## src/rtl/lake_port_fifo.sv

```systemverilog
// lake_port_fifo: registered-output synchronous FIFO between a lakespec port and its consumer.
// Define LAKE_PORT_FIFO_OCCUPANCY_EN to add the registered occupancy output.
module lake_port_fifo #(
  parameter int DATA_WIDTH = 16,
  parameter int DEPTH      = 4
) (
  input  logic                      clk,
  input  logic                      rst_n,
  input  logic                      flush,
  input  logic [DATA_WIDTH-1:0]     port_in,
  input  logic                      port_in_valid,
  output logic                      port_in_ready,
  output logic [DATA_WIDTH-1:0]     port_out,
  output logic                      port_out_valid,
  input  logic                      port_out_ready
`ifdef LAKE_PORT_FIFO_OCCUPANCY_EN
  ,
  output logic [$clog2(DEPTH):0]    occupancy
`endif
);

  localparam int AW = $clog2(DEPTH);
  localparam logic [AW-1:0] PTR_ONE  = AW'(1'b1);
  localparam logic [AW-1:0] PTR_ZERO = AW'(1'b0);
  localparam logic [AW:0]   CNT_ONE  = (AW+1)'(1'b1);
  localparam logic [AW:0]   CNT_ZERO = (AW+1)'(1'b0);
  localparam logic [AW:0]   CNT_FULL = (AW+1)'(DEPTH);

  logic [DATA_WIDTH-1:0] mem_r [DEPTH];
  logic [AW-1:0]         wr_ptr_r;
  logic [AW-1:0]         rd_ptr_r;
  logic [AW:0]           count_r;
  logic                  valid_r;
  logic                  ready_r;
  logic [DATA_WIDTH-1:0] data_r;

  logic                  push_s;
  logic                  pop_s;
  logic [AW-1:0]         wr_ptr_nxt_s;
  logic [AW-1:0]         rd_ptr_nxt_s;
  logic [AW:0]           count_nxt_s;
  logic [AW:0]           count_after_pop_s;
  logic [DATA_WIDTH-1:0] data_nxt_s;

  // Next-state: the head word is precomputed so port_out can come straight from a register.
  always_comb begin
    push_s            = port_in_valid & ready_r;
    pop_s             = valid_r & port_out_ready;
    wr_ptr_nxt_s      = wr_ptr_r;
    rd_ptr_nxt_s      = rd_ptr_r;
    count_nxt_s       = count_r;
    count_after_pop_s = count_r;
    data_nxt_s        = {DATA_WIDTH{1'b0}};

    if (push_s) begin
      wr_ptr_nxt_s = wr_ptr_r + PTR_ONE;
    end else begin
      wr_ptr_nxt_s = wr_ptr_r;
    end

    if (pop_s) begin
      rd_ptr_nxt_s      = rd_ptr_r + PTR_ONE;
      count_after_pop_s = count_r - CNT_ONE;
    end else begin
      rd_ptr_nxt_s      = rd_ptr_r;
      count_after_pop_s = count_r;
    end

    case ({push_s, pop_s})
      2'b10:   count_nxt_s = count_r + CNT_ONE;
      2'b01:   count_nxt_s = count_r - CNT_ONE;
      default: count_nxt_s = count_r;
    endcase

    // An empty queue after the pop means the incoming word becomes the new head.
    if (count_nxt_s == CNT_ZERO) begin
      data_nxt_s = {DATA_WIDTH{1'b0}};
    end else if (count_after_pop_s == CNT_ZERO) begin
      data_nxt_s = port_in;
    end else begin
      data_nxt_s = mem_r[rd_ptr_nxt_s];
    end
  end

  // Control and output registers; reset outranks flush, flush outranks any handshake.
  always_ff @(posedge clk) begin
    if (!rst_n) begin
      wr_ptr_r <= PTR_ZERO;
      rd_ptr_r <= PTR_ZERO;
      count_r  <= CNT_ZERO;
      valid_r  <= 1'b0;
      ready_r  <= 1'b1;
      data_r   <= {DATA_WIDTH{1'b0}};
    end else if (flush) begin
      wr_ptr_r <= PTR_ZERO;
      rd_ptr_r <= PTR_ZERO;
      count_r  <= CNT_ZERO;
      valid_r  <= 1'b0;
      ready_r  <= 1'b1;
      data_r   <= {DATA_WIDTH{1'b0}};
    end else begin
      wr_ptr_r <= wr_ptr_nxt_s;
      rd_ptr_r <= rd_ptr_nxt_s;
      count_r  <= count_nxt_s;
      valid_r  <= (count_nxt_s != CNT_ZERO);
      ready_r  <= (count_nxt_s != CNT_FULL);
      data_r   <= data_nxt_s;
    end
  end

  // Storage needs no reset: port_out is forced to zero whenever the queue is empty.
  always_ff @(posedge clk) begin
    if (rst_n && !flush && push_s) begin
      mem_r[wr_ptr_r] <= port_in;
    end
  end

  assign port_in_ready  = ready_r;
  assign port_out_valid = valid_r;
  assign port_out       = data_r;

`ifdef LAKE_PORT_FIFO_OCCUPANCY_EN
  assign occupancy = count_r;
`endif

endmodule
```

## config.mk

```make
export PLATFORM = sky130hd
export DESIGN_NAME = lake_port_fifo
export DESIGN_NICKNAME = d
export VERILOG_FILES = /design/src/rtl/lake_port_fifo.sv
export SDC_FILE = /design/constraint.sdc
export NUM_CORES = 1
export LEC_CHECK = 0
export CELL_PAD_IN_SITES_DETAIL_PLACEMENT = 1
export CELL_PAD_IN_SITES_GLOBAL_PLACEMENT = 2
export CORE_AREA = 3 3 105 107
export CTS_BUF_LIST = sky130_fd_sc_hd__clkbuf_4
export DETAILED_ROUTE_END_ITERATION = 10
export DIE_AREA = 0 0 108 110
export GPL_TIMING_DRIVEN = 0
export HOLD_SLACK_MARGIN = 0.02
export PLACE_DENSITY = 0.79
export SLEW_MARGIN = 15
export SYNTH_ARGS = -nofsm -noshare
export SYNTH_HDL_FRONTEND = slang
export SYNTH_SLANG_ARGS = --single-unit
```

## constraint.sdc

```tcl
create_clock -name clk -period 6.8 [get_ports clk]
set_input_delay 1.02 -clock clk [delete_from_list [all_inputs] [get_ports clk]]
set_output_delay 1.02 -clock clk [all_outputs]
set_load 0.02 [all_outputs]
```

==> metrics.md <==
| Metric | Value |
|---|---|
| Status | completed |
| Hold_buf cts | 0 |
| Net count after synthesis | 365 |
| GRT overflow | 0 |
| Synth cell count leaders | edfxtp_1 (64), o21ai_0 (31), dfxtp_1 (25), nand2_1 (25) |
| Clk root buf | clkbuf_4 |
| Post-synth EDFFs | 64 |
| Skew-Pair Late Insertion Delay | 430 ps |
| CTS Sinks | 89 |
| Worst-path fanout max | 10 |
| DRC Markers | 0 |
| Area growth syn-to-layout | 17.1% |
| Post-DRT Antenna Nets | 0 |
| Max capacitance violation total | 0 |
| Placed cell areas | 4580 um^2 |
| Reg2reg path depth | 10 |
| Count of final setup violators | 0 |
| Vias in the first global route | 3178 |
| Design area | 4720 um^2 |
| Slew @ Worst Pin | 1020 ps |
| GPL Wtd Cong | 0.793 |
| Nets@finish | 414 |
| WHS Path Cells | 2 |
| Critical Path Start Type | primary input |
| Synth Flop Type | edfxtp_1 |
| Fmax | 299 MHz |
| Reg2reg start | port_out_valid |
| Crit Path Class | primary input to register |
| Clock input transition at the sequential cells of the worst setup and hold paths | 140 ps |
| ANT cells | 0 |
| Power, Total | 977 uW |
| DRT Pass-1 Iters | 4 |
| FF+latch count, synth | 89 |
| H-Tree Level Count | 3 |
| Global-route wire length before repair | 17.0 mm |
| Pwr/cell area | 207 nW/um^2 |
| Die W | 108 um |
| Worst relative slew slack | 32.0% |
| Skew final | 9.03 ps |
| Final Hold Vio Count | 0 |
| Vias | 2959 |
| Count of different cell masters after synthesis | 42 |
| Hold Path Class | register to register |
| Gate Count Post-Synth | 336 |
| CP arrival | 3680 ps |
| Reg2Reg Setup Slack | 4140 ps |
| Crit share post-route | 49.1% |
| Leading post-synthesis cells by cell area | edfxtp_1 (48%), dfxtp_1 (12%), mux2_2 (4.5%) |
| Pre-CTS setup slack | 2970 ps |
| Share of the synthesized area in the top cell type | 47.7% |
| Sequential share of the synthesized area | 60.1% |
| Tot GR Track Use | 19.3% |
| Initial antenna violation count | 0 |
| Hold Startpoint | wr_ptr_r[1] |
| Rows | 37 |
| RSZ-0062 raised after global routing | false |
| PnR worst setup slack | 3460 ps |
| Yosys top cell by area | edfxtp_1 |
| Detailed placement HPWL | 7.34 mm |
| Worst Setup End Kind | register |
| Post_cts resized | 0 |
| Tmin final | 3340 ps |
| Setup Fix Bufs, Post-CTS | 0 |
| Leak | 1.49 nW |
| Via-to-Cell Ratio | 5.63 |
| Num CTS Buffers | 9 |
| Reg2reg end | port_out[10] |
| Initial DRC count | 179 |
| Initial core utilization | 39.4% |
| CP required | 7140 ps |
| Die area | 11900 um^2 |
| Pins Over Slew Limit | 0 |
| CTS tree | yes |
| YS warnings | 0 |
| Synthesized area | 4030 um^2 |
| Worst-case clock buffer depth | 2 |
| Worst Hold End | wr_ptr_r[1] |
| Async set-reset flop share out of synthesis | 0% |
| Chip Height | 110 um |
| Routed wire length | 11.0 mm |
| Max rail drop VDD | 0.0000924 V |
| IO Port Bufs | 38 |
| Most frequent cell after synthesis | edfxtp_1 |
| Pin count of the biggest net entering global routing | 17 |
| Syn_area_per_cell | 12.0 um^2 |
| TNS Setup | 0 ps |
| Core area | 10200 um^2 |
| Layout cells sized above 1 | 16.7% |
| I/O Pins | 39 |
| Routed len/inst | 20.9 um |
[metal layers]
| layer | vias to the layer above | track usage (%) | wire [um] |
|---|---|---|---|
| met4 | 0 | 8.66 | 153 |
| met1 | 1496 | 24.4 | 4770 |
| met2 | 80 | 33.0 | 5660 |
| met5 | - | 0 | 0 |
| met3 | 14 | 2.74 | 438 |
| li1 | 1369 | - | - |
[sequential cells by signal, indices dropped and copies added, names as in the netlist]
register and flops:
count_r 3, rd_ptr_r 2, mem_r 64, wr_ptr_r 2
port_out_valid 1, port_out 16, port_in_ready 1
[cell type report]
class,instances,area [um^2]
sequential,89,2420
tap,136,170
inverter,7,26.3
clock inverter,7,71.3
buffer,24,134
fill,1098,5510
multi-input combinational,216,1450
clock buffer,9,67.6
timing repair buffer,38,380
[layout by cell type (no fill, tap or decap), types with 10 or more instances in the layout]
cell             instances
edfxtp_1                64
clkdlybuf4s50_1         38
o21ai_0                 31
nand2_1                 25
dfxtp_1                 25
mux2_2                  16
o22ai_1                 16
nand3_1                 16
nor3b_1                 16
o221ai_1                15
nor3_1                  15
buf_2                   12
a21oi_1                 11
a21oi_2                 10
[critical path, stage by stage]
cell             delay (ps)
clkdlybuf4s50_1         510
and2_4                  160
clkbuf_8                160
buf_2                   300
ha_1                    290
buf_2                   170
o21ai_0                 170
o311ai_1                150
o21ai_2                 430
buf_6                   260
a21oi_2                  40
[cell families after synthesis]
kind of cell | count (synthesis) | share of synthesized area (%)
buffers and inverters | 31 | 3.97
xor gates and xnor gates | 3 | 0.838
muxes | 16 | 4.47
AOI/OAI and AO/OA | 94 | 15.5
and+or+nand+nor | 95 | 12.7
adders and majority gates | 8 | 2.48
DFF | 89 | 60.1
[worst max path at each step]
stage,from,to,slack (ps)
after floorplan,port_out_ready,port_out_valid,3980
after global placement,port_out_ready,port_out_valid,2970
after detailed placement,port_out_ready,port_out_valid,2970
after CTS,port_out_ready,port_out[10],3450
after global routing,port_out_ready,port_out[9],3360
final,port_out_ready,port_out[10],3460
[report_power, final]
part	switching, mW	leakage (nW)	internal, mW	total (mW)
clock network	0.186	0.0695	0.111	0.297
registers	0.00396	0.781	0.589	0.593
logic	0.0520	0.638	0.0350	0.0870
[per-stage QoR]
stage                     std cells  util [%]  hold WS (ps)
after CTS                       526      46.1           522
final                           526      46.1           513
after global routing            526      46.1           562
after detailed placement        510      44.8           504
after global placement          510      44.8           482
after floorplan                 336         -           469
(Power assumes the default switching activity.)
